[config.mk]
export PLATFORM = sky130hd
export DESIGN_NAME = konami_sequence_detector
export DESIGN_NICKNAME = d
export VERILOG_FILES = /design/src/rtl/konami_pkg.sv /design/src/rtl/konami_sequence_detector_key_event_encoder.sv /design/src/rtl/konami_sequence_detector.sv
export SDC_FILE = /design/constraint.sdc
export NUM_CORES = 1
export LEC_CHECK = 0
export CAP_MARGIN = 5
export CORE_ASPECT_RATIO = 1.75
export CORE_MARGIN = 4
export CORE_UTILIZATION = 62
export CTS_CLUSTER_SIZE = 12
export DETAILED_ROUTE_END_ITERATION = 16
export GPL_ROUTABILITY_DRIVEN = 1
export PLACE_DENSITY = 0.84
export SYNTH_ARGS = -nofsm -noshare
export SYNTH_HDL_FRONTEND = slang
export SYNTH_SLANG_ARGS = --single-unit
[constraint.sdc]
create_clock -name clk -period 6.61 [get_ports clk]
set_clock_uncertainty 0.1 [all_clocks]
set_input_delay 0.661 -clock clk [delete_from_list [all_inputs] [get_ports clk]]
set_output_delay 0.661 -clock clk [all_outputs]
set_load 0.01 [all_outputs]
[src/rtl/konami_pkg.sv]
// konami_pkg: shared definitions for the Konami-code detector.
//   key_e      3-bit key codes, UP=0 .. START=6, INVALID=7
//   SEQ_LEN    number of elements in the code
//   SEQ        the code itself, U U D D L R L R B A START
//   PROGRESS_W width of the progress (matched-element) count
//   seq_key()  expected key at a given progress, INVALID if out of range
package konami_pkg;

    typedef enum logic [2:0] {
        KEY_UP      = 3'd0,
        KEY_DOWN    = 3'd1,
        KEY_LEFT    = 3'd2,
        KEY_RIGHT   = 3'd3,
        KEY_B       = 3'd4,
        KEY_A       = 3'd5,
        KEY_START   = 3'd6,
        KEY_INVALID = 3'd7
    } key_e;

    localparam int SEQ_LEN    = 11;
    localparam int PROGRESS_W = 4;

    localparam key_e SEQ [SEQ_LEN] = '{
        KEY_UP, KEY_UP, KEY_DOWN, KEY_DOWN, KEY_LEFT, KEY_RIGHT,
        KEY_LEFT, KEY_RIGHT, KEY_B, KEY_A, KEY_START
    };

    localparam logic [PROGRESS_W-1:0] LAST_IDX = PROGRESS_W'(SEQ_LEN - 1);

    // Constant-index lookup so an out-of-range progress can never index
    // past the table; it simply yields INVALID, which matches nothing.
    function automatic key_e seq_key(input logic [PROGRESS_W-1:0] k);
        key_e r;
        r = KEY_INVALID;
        for (int i = 0; i < SEQ_LEN; i++) begin
            if (k == PROGRESS_W'(i)) r = SEQ[i];
        end
        return r;
    endfunction

endpackage

[src/rtl/konami_sequence_detector_key_event_encoder.sv]
// key_event_encoder: turns debounced button levels into single press events.
//   clk, reset   clock, asynchronous active-high reset
//   btn[6:0]     debounced levels: UP, DOWN, LEFT, RIGHT, B, A, START
//   press_valid  high in any cycle where some button rises
//   key_code     pressed key, or INVALID for chords / multiple rises
// Both outputs are combinational from btn and the registered btn_q.
module key_event_encoder
    import konami_pkg::*;
(
    input  logic       clk,
    input  logic       reset,
    input  logic [6:0] btn,
    output logic       press_valid,
    output key_e       key_code
);

    logic [6:0] btn_q;
    logic       armed;
    logic [6:0] rise;
    logic       one_hot;

    // btn_q resets to 0, so a button already held when reset drops would
    // look like a rise. The first cycle after reset only loads btn_q.
    always_ff @(posedge clk or posedge reset) begin
        if (reset) begin
            btn_q <= '0;
            armed <= 1'b0;
        end else begin
            btn_q <= btn;
            armed <= 1'b1;
        end
    end

    always_comb begin
        rise        = btn & ~btn_q;
        one_hot     = (btn != 7'd0) && ((btn & (btn - 7'd1)) == 7'd0);
        press_valid = armed && (rise != 7'd0);
        key_code    = KEY_INVALID;
        // A valid key is the only button down and it is the one that rose.
        if (one_hot && (rise == btn)) begin
            for (int i = 0; i < 7; i++) begin
                if (btn[i]) key_code = key_e'(3'(i));
            end
        end
    end

endmodule

[src/rtl/konami_sequence_detector.sv]
// konami_sequence_detector: recognises U U D D L R L R B A START.
//   TIMEOUT_W  width of the inactivity counter
//   TIMEOUT    idle cycles before partial progress is dropped (0 = never)
//   clk, reset clock, asynchronous active-high reset
//   btn[6:0]   debounced button levels
//   unlock     one-cycle pulse when the full code is accepted
//   error      one-cycle pulse when a press breaks a partial match
//   progress   number of code elements currently matched, 0..10
module konami_sequence_detector
    import konami_pkg::*;
#(
    parameter int                    TIMEOUT_W = 24,
    parameter logic [TIMEOUT_W-1:0]  TIMEOUT   = 24'd10_000_000
) (
    input  logic                  clk,
    input  logic                  reset,
    input  logic [6:0]            btn,
    output logic                  unlock,
    output logic                  error,
    output logic [PROGRESS_W-1:0] progress
);

    localparam logic [TIMEOUT_W-1:0] TO_MAX = TIMEOUT - TIMEOUT_W'(1);
    localparam bit                   TO_EN  = (TIMEOUT != '0);

    logic                  press;
    key_e                  key_code;
    key_e                  expected;
    logic                  match;
    logic                  timeout_hit;
    logic [PROGRESS_W-1:0] progress_nxt;
    logic                  unlock_nxt;
    logic                  error_nxt;
    logic [TIMEOUT_W-1:0]  idle_cnt;
    logic [TIMEOUT_W-1:0]  idle_cnt_nxt;

    key_event_encoder u_enc (
        .clk         (clk),
        .reset       (reset),
        .btn         (btn),
        .press_valid (press),
        .key_code    (key_code)
    );

    always_ff @(posedge clk or posedge reset) begin
        if (reset) begin
            progress <= '0;
            unlock   <= 1'b0;
            error    <= 1'b0;
            idle_cnt <= '0;
        end else begin
            progress <= progress_nxt;
            unlock   <= unlock_nxt;
            error    <= error_nxt;
            idle_cnt <= idle_cnt_nxt;
        end
    end

    always_comb begin
        expected     = seq_key(progress);
        match        = (key_code == expected) && (key_code != KEY_INVALID);
        timeout_hit  = TO_EN && (progress != '0) && (idle_cnt == TO_MAX) && !press;
        progress_nxt = progress;
        unlock_nxt   = 1'b0;
        error_nxt    = 1'b0;

        if (press) begin
            if (match) begin
                if (progress == LAST_IDX) begin
                    unlock_nxt   = 1'b1;
                    progress_nxt = '0;
                end else begin
                    progress_nxt = progress + PROGRESS_W'(1);
                end
            end else begin
                error_nxt = (progress != '0);
                // KMP fallback: only UP can restart a match. After "U U" an
                // extra UP still leaves "U U" as the longest matching suffix.
                if (key_code == KEY_UP) begin
                    progress_nxt = (progress == PROGRESS_W'(2)) ? PROGRESS_W'(2)
                                                                : PROGRESS_W'(1);
                end else begin
                    progress_nxt = '0;
                end
            end
        end else if (timeout_hit) begin
            progress_nxt = '0;
        end

        // Idle counter runs only while a partial entry is pending.
        if (press || (progress == '0)) begin
            idle_cnt_nxt = '0;
        end else if (idle_cnt == TO_MAX) begin
            idle_cnt_nxt = idle_cnt;
        end else begin
            idle_cnt_nxt = idle_cnt + TIMEOUT_W'(1);
        end
    end

endmodule

==> results of run 1 <==
-- per-stage QoR --
stage                     hold slack [ns]  instance area [um^2]  cells
after floorplan                     0.397                  2090    216
after global placement              0.418                  2260    267
after detailed placement            0.426                  2260    267
after CTS                           0.445                  2360    275
after global routing                0.481                  2360    275
final                               0.441                  2360    275
-- cells by family (layout without fill, tap and decap cells) --
group / Yosys count / after routing / share of synthesized area [%]
other: 1 / 1 / 0.179
buffers and inverters: 13 / 29 / 2.75
xor gates and xnor gates: 25 / 25 / 10.5
muxes: 2 / 2 / 1.02
AOI/OAI and AO/OA: 33 / 33 / 12.1
DFF: 38 / 38 / 45.5
and+or+nand+nor: 103 / 103 / 27.4
adders and majority gates: 1 / 1 / 0.599
-- worst max-delay path: stages --
cell and delay [ns]:
clkdlybuf4s50_1 0.56, nor2_1 0.24, o31a_1 0.25, mux2_2 0.37, a31o_2 0.25, o211ai_2 0.27
o31ai_2 0.09, a21o_1 0.19
-- worst max path at each step --
stage / endpoint
finish: progress[1]
global route: idle_cnt[14]
CTS: progress[1]
detailed placement: progress[1]
global placement: progress[1]
floorplan: progress[1]
-- where the power goes --
| group | switching (mW) | internal (mW) | leakage, nW |
|---|---|---|---|
| Clock | 0.0803 | 0.111 | 0.0579 |
| Combinational | 0.0177 | 0.0115 | 0.427 |
| Sequential | 0.00157 | 0.235 | 0.513 |
-- flip-flops by register name (all words and copies together), names as in the netlist --
| register | count |
|---|---|
| error | 1 |
| unlock | 1 |
| u_enc.btn_q | 7 |
| u_enc.armed | 1 |
| progress | 4 |
| idle_cnt | 24 |
-- synthesized netlist by cell type, types with 3 or more instances --
cell,count
a22oi_1,3
nor3_1,4
clkbuf_1,5
a21oi_1,5
nand2_1,14
a21o_1,3
and3_1,7
inv_1,6
xor2_1,16
nor2_1,30
nand4_1,4
dfrtp_1,38
o21ai_0,5
nand2b_1,4
xnor2_1,9
nor2b_1,5
nand3_1,12
nor4_1,3
-- routing by layer --
layer / track usage, % / part of all wire (%) / up-vias
li1: - / - / 791
met1: 25.1 / 37 / 846
met2: 42.6 / 57 / 35
met3: 4.97 / 2.9 / 14
met5: 0 / 0 / -
met4: 13.8 / 3.2 / 0
-- cell type report --
type	count	share of cell area (%)
multi-input combinational	165	45.7
sequential	38	40.2
timing repair buffer	15	6.24
clock buffer	5	2.91
tap	43	2.28
clock inverter	3	1.69
inverter	6	0.952
==> out/results.tsv, run 1 <==
metric	value	unit
status	complete, no violations	
yosys warns	0	
# DRC	0	
LEAKAGE	0.997	nW
area grow syn2layout	13.2	%
Netlist cell types	54	
fillers	229	
async set or reset register ratio after synthesis	100	%
most common flop cell mapped by yosys	dfrtp_1	
Congestion Overflow GR	0	
crit share post-route	42.1	%
HP Start	idle_cnt[6]	
measured slew at the worst slew-check pin	0.747	ns
Initial Utilization	65.1	%
PwrDens	193	nW/um^2
IO Port Bufs	14	
Cell Area, Synth	2090	um^2
GRT Util Overall	24.1	%
CTS Root Cell	clkbuf_8	
commonest non-fill, non-tap cells in the layout	dfrtp_1, nor2_1, xor2_1	
Crit Reg-Reg Endpoint	progress[1]	
detailed-route vias per instance	6.13	
Final Core Density	73.7	%
DRT iter0 DRCs	52	
Vias	1686	
area of the multi-input gates	1080	um^2
die area	4400	um^2
antenna viol nets, final	0	
Seq. cell area	951	um^2
die width	51.9	um
Die Y	84.8	um
Mapped Avg Cell Area	9.67	um^2
largest net degree at the start of global routing	39	
Fin. Hold Viols	0	
Rows	27	
RR Startpoint	idle_cnt[0]	
DP Worst Slack	3.55	ns
Clock Latency Late Sink	0.29	ns
hold depth	2	
layout net count	241	
number of global-route vias before repair	1729	
most common cell after layout, fill and taps aside	dfrtp_1	
WS Path Type	primary input to flip-flop	
post-synthesis sequential area ratio	45.5	%
number of antenna diodes	0	
max_cap viols	0	
r2r setup slk	4.16	ns
top-area cell type share of the netlist area	45.5	%
number of buffers created by CTS	5	
clk buf depth	2	
overall power	0.457	mW
hold_buf cts	0	
setup bufs post-CTS	0	
Worst Hold End	idle_cnt[6]	
top post-synthesis cells by area	dfrtp_1, xor2_1, nor2_1	
Period minus WS final	2.78	ns
CORE AREA	3210	um^2
initial antenna violation count	0	
final setup TNS	0	ns
CTS tree	built	
drt total wl	4.57	mm
Synth Net Count	226	
Slew HR	50.1	%
CP required	6.69	ns
Peak VDD IR	0.000182	V
Synth area leader	dfrtp_1	
number of synthesized register bits	38	
Post-synth EDFFs	0	
Placer Congestion	0.846	
H-tree Lvls	2	
Final Setup Violations	0	
clock tree sinks	38	
Fmax	359	MHz
CTS-repair resized insts	0	
RSZ-0062 raised after global routing	no	
gate count of the mapped netlist	216	
Worst Setup End Kind	flip-flop	
FF-to-FF path depth	8	
total I/O pin count	15	
layout cell share with drive strength beyond 1	9.48	%
Clock transition at path regs	0.07	ns
CP max FO	8	
Worst Setup Start Kind	primary input	
Slew Viols, Final	0	
worst min-delay path class	flip-flop to flip-flop	
final setup margin	3.83	ns
global-route wire length before repair	7.89	mm
Post-DP HPWL	3.35	mm
CP Launch Point	btn[5]	
crit path DAT	2.87	ns
Routed WL per cell	16.6	um
First-pass DRT Iterations	4	
(Power assumes the default switching activity.)
==> run 2, diff against run 1 <==
--- a/config.mk
+++ b/config.mk
@@ -8,11 +8,11 @@
 export CAP_MARGIN = 5
 export CORE_ASPECT_RATIO = 1.75
 export CORE_MARGIN = 4
-export CORE_UTILIZATION = 62
+export CORE_UTILIZATION = 52
 export CTS_CLUSTER_SIZE = 12
 export DETAILED_ROUTE_END_ITERATION = 16
 export GPL_ROUTABILITY_DRIVEN = 1
-export PLACE_DENSITY = 0.84
+export PLACE_DENSITY = 0.75
 export SYNTH_ARGS = -nofsm -noshare
 export SYNTH_HDL_FRONTEND = slang
 export SYNTH_SLANG_ARGS = --single-unit
==> constraint.sdc (replaced) <==
create_clock -name clk -period 2.34 [get_ports clk]
set_clock_uncertainty 0.1 [all_clocks]
set_input_delay 0.234 -clock clk [delete_from_list [all_inputs] [get_ports clk]]
set_output_delay 0.234 -clock clk [all_outputs]
set_load 0.01 [all_outputs]
==> out/results.tsv, run 2 (synthesized netlist as in run 1, its figures left out) <==
metric	value	unit
RR Startpoint	idle_cnt[8]	
clk buf depth	2	
Initial Utilization	54.0	%
Routed WL per cell	14.4	um
Fin. Hold Viols	0	
Peak VDD IR	0.000495	V
LEAKAGE	1.13	nW
RSZ-0062 raised after global routing	no	
Final Core Density	67.0	%
crit share post-route	92.1	%
die area	5140	um^2
clock tree sinks	38	
number of antenna diodes	0	
area grow syn2layout	24.0	%
max reg flops	24	
largest net degree at the start of global routing	39	
Largest Register	idle_cnt	
CP delay by family, top	compound AO/OA/AOI/OAI gates	
CP required	2.41	ns
CP max-delay cell	clkdlybuf4s50_1	
layout cell share with drive strength beyond 1	17.6	%
Die Y	91.9	um
GRT Util Overall	19.6	%
First-pass DRT Iterations	6	
WS Path Type	primary input to flip-flop	
r2r setup slk	0.20	ns
Placer Congestion	0.856	
detailed-route vias per instance	5.56	
Fmax	464	MHz
top flop regs	idle_cnt: 24 flops, u_enc.btn_q: 7 flops, progress: 4 flops	
hold_buf cts	0	
Worst Setup Start Kind	primary input	
drt total wl	4.38	mm
FF-to-FF path depth	7	
setup bufs post-CTS	0	
Period minus WS final	2.16	ns
Post-DP HPWL	3.23	mm
Placed Cells	295	
commonest non-fill, non-tap cells in the layout	dfrtp_1, nor2_1, buf_4	
CTS-repair resized insts	0	
global-route wire length before repair	8.02	mm
# DRC	0	
Final Setup Violations	0	
DRT iter0 DRCs	47	
CP max FO	4	
number of buffers and inverters on the critical path	1	
crit path DAT	2.23	ns
die width	55.9	um
Congestion Overflow GR	0	
DP Area	2450	um^2
Rows	30	
worst min-delay path class	primary input to asynchronous set/reset pin	
number of buffers created by CTS	5	
CORE AREA	3870	um^2
antenna viol nets, final	0	
CP peak stage delay	0.55	ns
CP Cell Sequence	clkdlybuf4s50_1 > nor2_2 > o31a_1 > a2111o_1 > a211oi_2 > o21ai_1 > a32oi_1 > o31ai_1	
design area	2590	um^2
Clock transition at path regs	0.07	ns
status	complete, no violations	
IO Port Bufs	14	
most common cell after layout, fill and taps aside	dfrtp_1	
PwrDens	557	nW/um^2
Layout Cells excl Fill	303	
total I/O pin count	15	
Vias	1685	
max_cap viols	0	
Clock Latency Late Sink	0.29	ns
layout net count	264	
Slew Viols, Final	0	
Worst Setup End Kind	flip-flop	
H-tree Lvls	2	
initial antenna violation count	0	
CTS Root Cell	clkbuf_8	
CTS tree	built	
number of global-route vias before repair	1854	
Crit Reg-Reg Endpoint	progress[1]	
final setup TNS	0	ns
run 2: cell types whose count changed in the layout (fill, tap and decap cells not counted), sizes merged:
cell,delta
buf,+23
bufinv,+1
clkbuf,+1
clkinv,-2
run 2: where the power goes:
group	switching, mW	internal, mW	total [mW]
sequential	0.00343	0.664	0.667
combinational	0.0528	0.0467	0.0995
clock	0.222	0.455	0.677
run 2: per-stage QoR:
step                setup WS (ns)  power [mW]  hold WS (ns)
detailed placement         -0.113       0.780         0.427
finish                      0.185        1.44         0.248
CTS                         0.186        1.47         0.260
global placement          -0.0730       0.778         0.417
floorplan                   0.156       0.726         0.165
global route               0.0195        1.50         0.305
run 2: worst max path at each step:
stage / from / to / slack, ns / cells after the start
global route: idle_cnt[8] / idle_cnt[10] / 0.02 / 7
floorplan: idle_cnt[0] / progress[1] / 0.16 / 9
finish: btn[1] / progress[0] / 0.18 / 8
CTS: btn[1] / progress[0] / 0.19 / 8
global placement: btn[1] / progress[1] / -0.07 / 8
detailed placement: btn[1] / progress[1] / -0.11 / 8
run 2: tightest hold or removal path, cell delays in order:
cell and delay [ns]:
clkdlybuf4s50_1 0.39, inv_1 0.05, buf_4 0.40
run 2: area by class of cell:
cell class / count / area [um^2]
sequential: 38 / 951
multi-input combinational: 165 / 1080
fill: 316 / 1280
clock buffer: 6 / 82.6
inverter: 6 / 22.5
clock inverter: 2 / 60.1
timing repair buffer: 38 / 333
tap: 48 / 60.1
run 2: layer usage:
layer / GRT usage (%) / up-vias / part of all wire, %
li1: - / 826 / -
met1: 20.2 / 809 / 38
met2: 36.2 / 35 / 56
met3: 4.08 / 15 / 2.9
met4: 10.7 / 0 / 3.5
met5: 0 / - / 0
==> run 3, diff against run 2 <==
--- a/config.mk
+++ b/config.mk
@@ -8,11 +8,12 @@
 export CAP_MARGIN = 5
 export CORE_ASPECT_RATIO = 1.75
 export CORE_MARGIN = 4
-export CORE_UTILIZATION = 52
+export CORE_UTILIZATION = 55
+export CTS_BUF_LIST = sky130_fd_sc_hd__clkbuf_2 sky130_fd_sc_hd__clkbuf_4 sky130_fd_sc_hd__clkbuf_8
 export CTS_CLUSTER_SIZE = 12
 export DETAILED_ROUTE_END_ITERATION = 16
 export GPL_ROUTABILITY_DRIVEN = 1
-export PLACE_DENSITY = 0.75
+export PLACE_DENSITY = 0.78
 export SYNTH_ARGS = -nofsm -noshare
 export SYNTH_HDL_FRONTEND = slang
 export SYNTH_SLANG_ARGS = --single-unit
==> out/results.tsv, run 3 (synthesized netlist as in run 1, its figures left out) <==
metric	value	unit
area grow syn2layout	24.2	%
top flop regs	idle_cnt: 24 flops, u_enc.btn_q: 7 flops, progress: 4 flops	
Fin. Hold Viols	0	
Clock transition at path regs	0.08	ns
DP Worst Slack	-0.150	ns
CORE AREA	3630	um^2
Hold WS	0.243	ns
Final Setup Violations	0	
CP required	2.43	ns
CP peak stage delay	0.56	ns
Placer Congestion	0.853	
CTS tree	built	
max reg flops	24	
r2r setup slk	0.10	ns
Initial Utilization	57.6	%
WS Path Type	flip-flop to flip-flop	
CP max FO	4	
# DRC	0	
Clock Latency Late Sink	0.30	ns
Congestion Overflow GR	0	
crit path DAT	2.33	ns
setup bufs post-CTS	0	
most common cell after layout, fill and taps aside	dfrtp_1	
overall power	1.46	mW
H-tree Lvls	2	
number of buffers and inverters on the critical path	0	
First-pass DRT Iterations	4	
largest net degree at the start of global routing	39	
clk buf depth	2	
RR Startpoint	idle_cnt[1]	
GRT met1 Usage	23.4	%
PwrDens	562	nW/um^2
Worst Setup Start Kind	flip-flop	
Largest Register	idle_cnt	
hold_buf cts	0	
Routed WL per cell	14.5	um
CTS Root Cell	clkbuf_8	
Fmax	447	MHz
Slew Viols, Final	0	
final setup margin	0.104	ns
Seq. cell area	951	um^2
DRT iter0 DRCs	29	
RSZ-0062 raised after global routing	no	
number of buffers created by CTS	5	
Vias	1708	
status	complete, no violations	
die area	4890	um^2
DP Area	2450	um^2
met2 Resource Use GR	37.8	%
layout cell share with drive strength beyond 1	18.0	%
GR Layer Usage met3	5.01	%
gr busiest metal	met2	
drt total wl	4.39	mm
antenna viol nets, final	0	
Post-DP HPWL	3.11	mm
Peak VDD IR	0.000708	V
worst min-delay path class	primary input to asynchronous set/reset pin	
fillers	291	
CP Cell Sequence	ha_1 > and3_1 > nand2_1 > or4_4 > and2_4 > a21oi_2 > o31ai_2 > a21o_1	
design area	2590	um^2
CP Launch Point	idle_cnt[1]	
area of the multi-input gates	1080	um^2
Die Y	89.5	um
total I/O pin count	15	
CP delay by family, top	simple AND/OR/NAND/NOR gates	
layout net count	265	
Rows	29	
number of antenna diodes	0	
CP max-delay cell	or4_4	
global-route wire length before repair	7.63	mm
max_cap viols	0	
Worst Setup End Kind	flip-flop	
clock tree sinks	38	
GRT Util Overall	21.8	%
number of global-route vias before repair	1796	
crit share post-route	95.6	%
CTS-repair resized insts	0	
IO Port Bufs	14	
commonest non-fill, non-tap cells in the layout	dfrtp_1, nor2_1, buf_4	
die width	54.6	um
detailed-route vias per instance	5.66	
initial antenna violation count	0	
Period minus WS final	2.24	ns
LEAKAGE	1.14	nW
[run 3: where the power goes]
group,total (mW),leakage [nW],switching (mW),internal [mW]
logic,0.100,0.551,0.0529,0.0475
clock network,0.692,0.0714,0.237,0.455
registers,0.667,0.513,0.00385,0.663
[run 3: worst register-to-register path, cell delays in order, from the launching register on]
cell     delay, ns
dfrtp_1       0.41
ha_1          0.20
and3_1        0.20
nand2_1       0.07
or4_4         0.56
and2_4        0.20
a21oi_2       0.13
o31ai_2       0.08
a21o_1        0.19
[run 3: cell type report]
type,count,area share (%)
clock buffers,6,3.18
flip-flops and latches,38,36.6
clock inverters,2,2.31
multi-input cells,165,41.7
inverters,6,0.868
well taps,46,2.22
repair buffers,39,13.1
[run 3: per-layer routing]
layer	wire length, um	share of wire [%]	vias to the layer above
li1	-	-	836
met1	1750	40	843
met2	2420	55	20
met3	117	2.7	9
met4	107	2.4	0
met5	0	0	-
[run 3: final timing paths]
| check | endpoint | depth (start not counted) |
|---|---|---|
| worst min register to register | idle_cnt[12] | 2 |
| worst min-delay path | unlock | 3 |
| max in group asynchronous | idle_cnt[4] | 3 |
| worst max register to register | progress[1] | 8 |
| worst max-delay path | progress[1] | 8 |
| min in group clk | idle_cnt[12] | 2 |
[run 3: through the flow]
stage	util (%)	cells	TNS, ns
detailed placement	67.6	294	-0.518
global placement	67.6	294	-0.136
CTS	71.5	302	0
floorplan	-	216	0
global route	71.5	302	0
finish	71.5	302	0
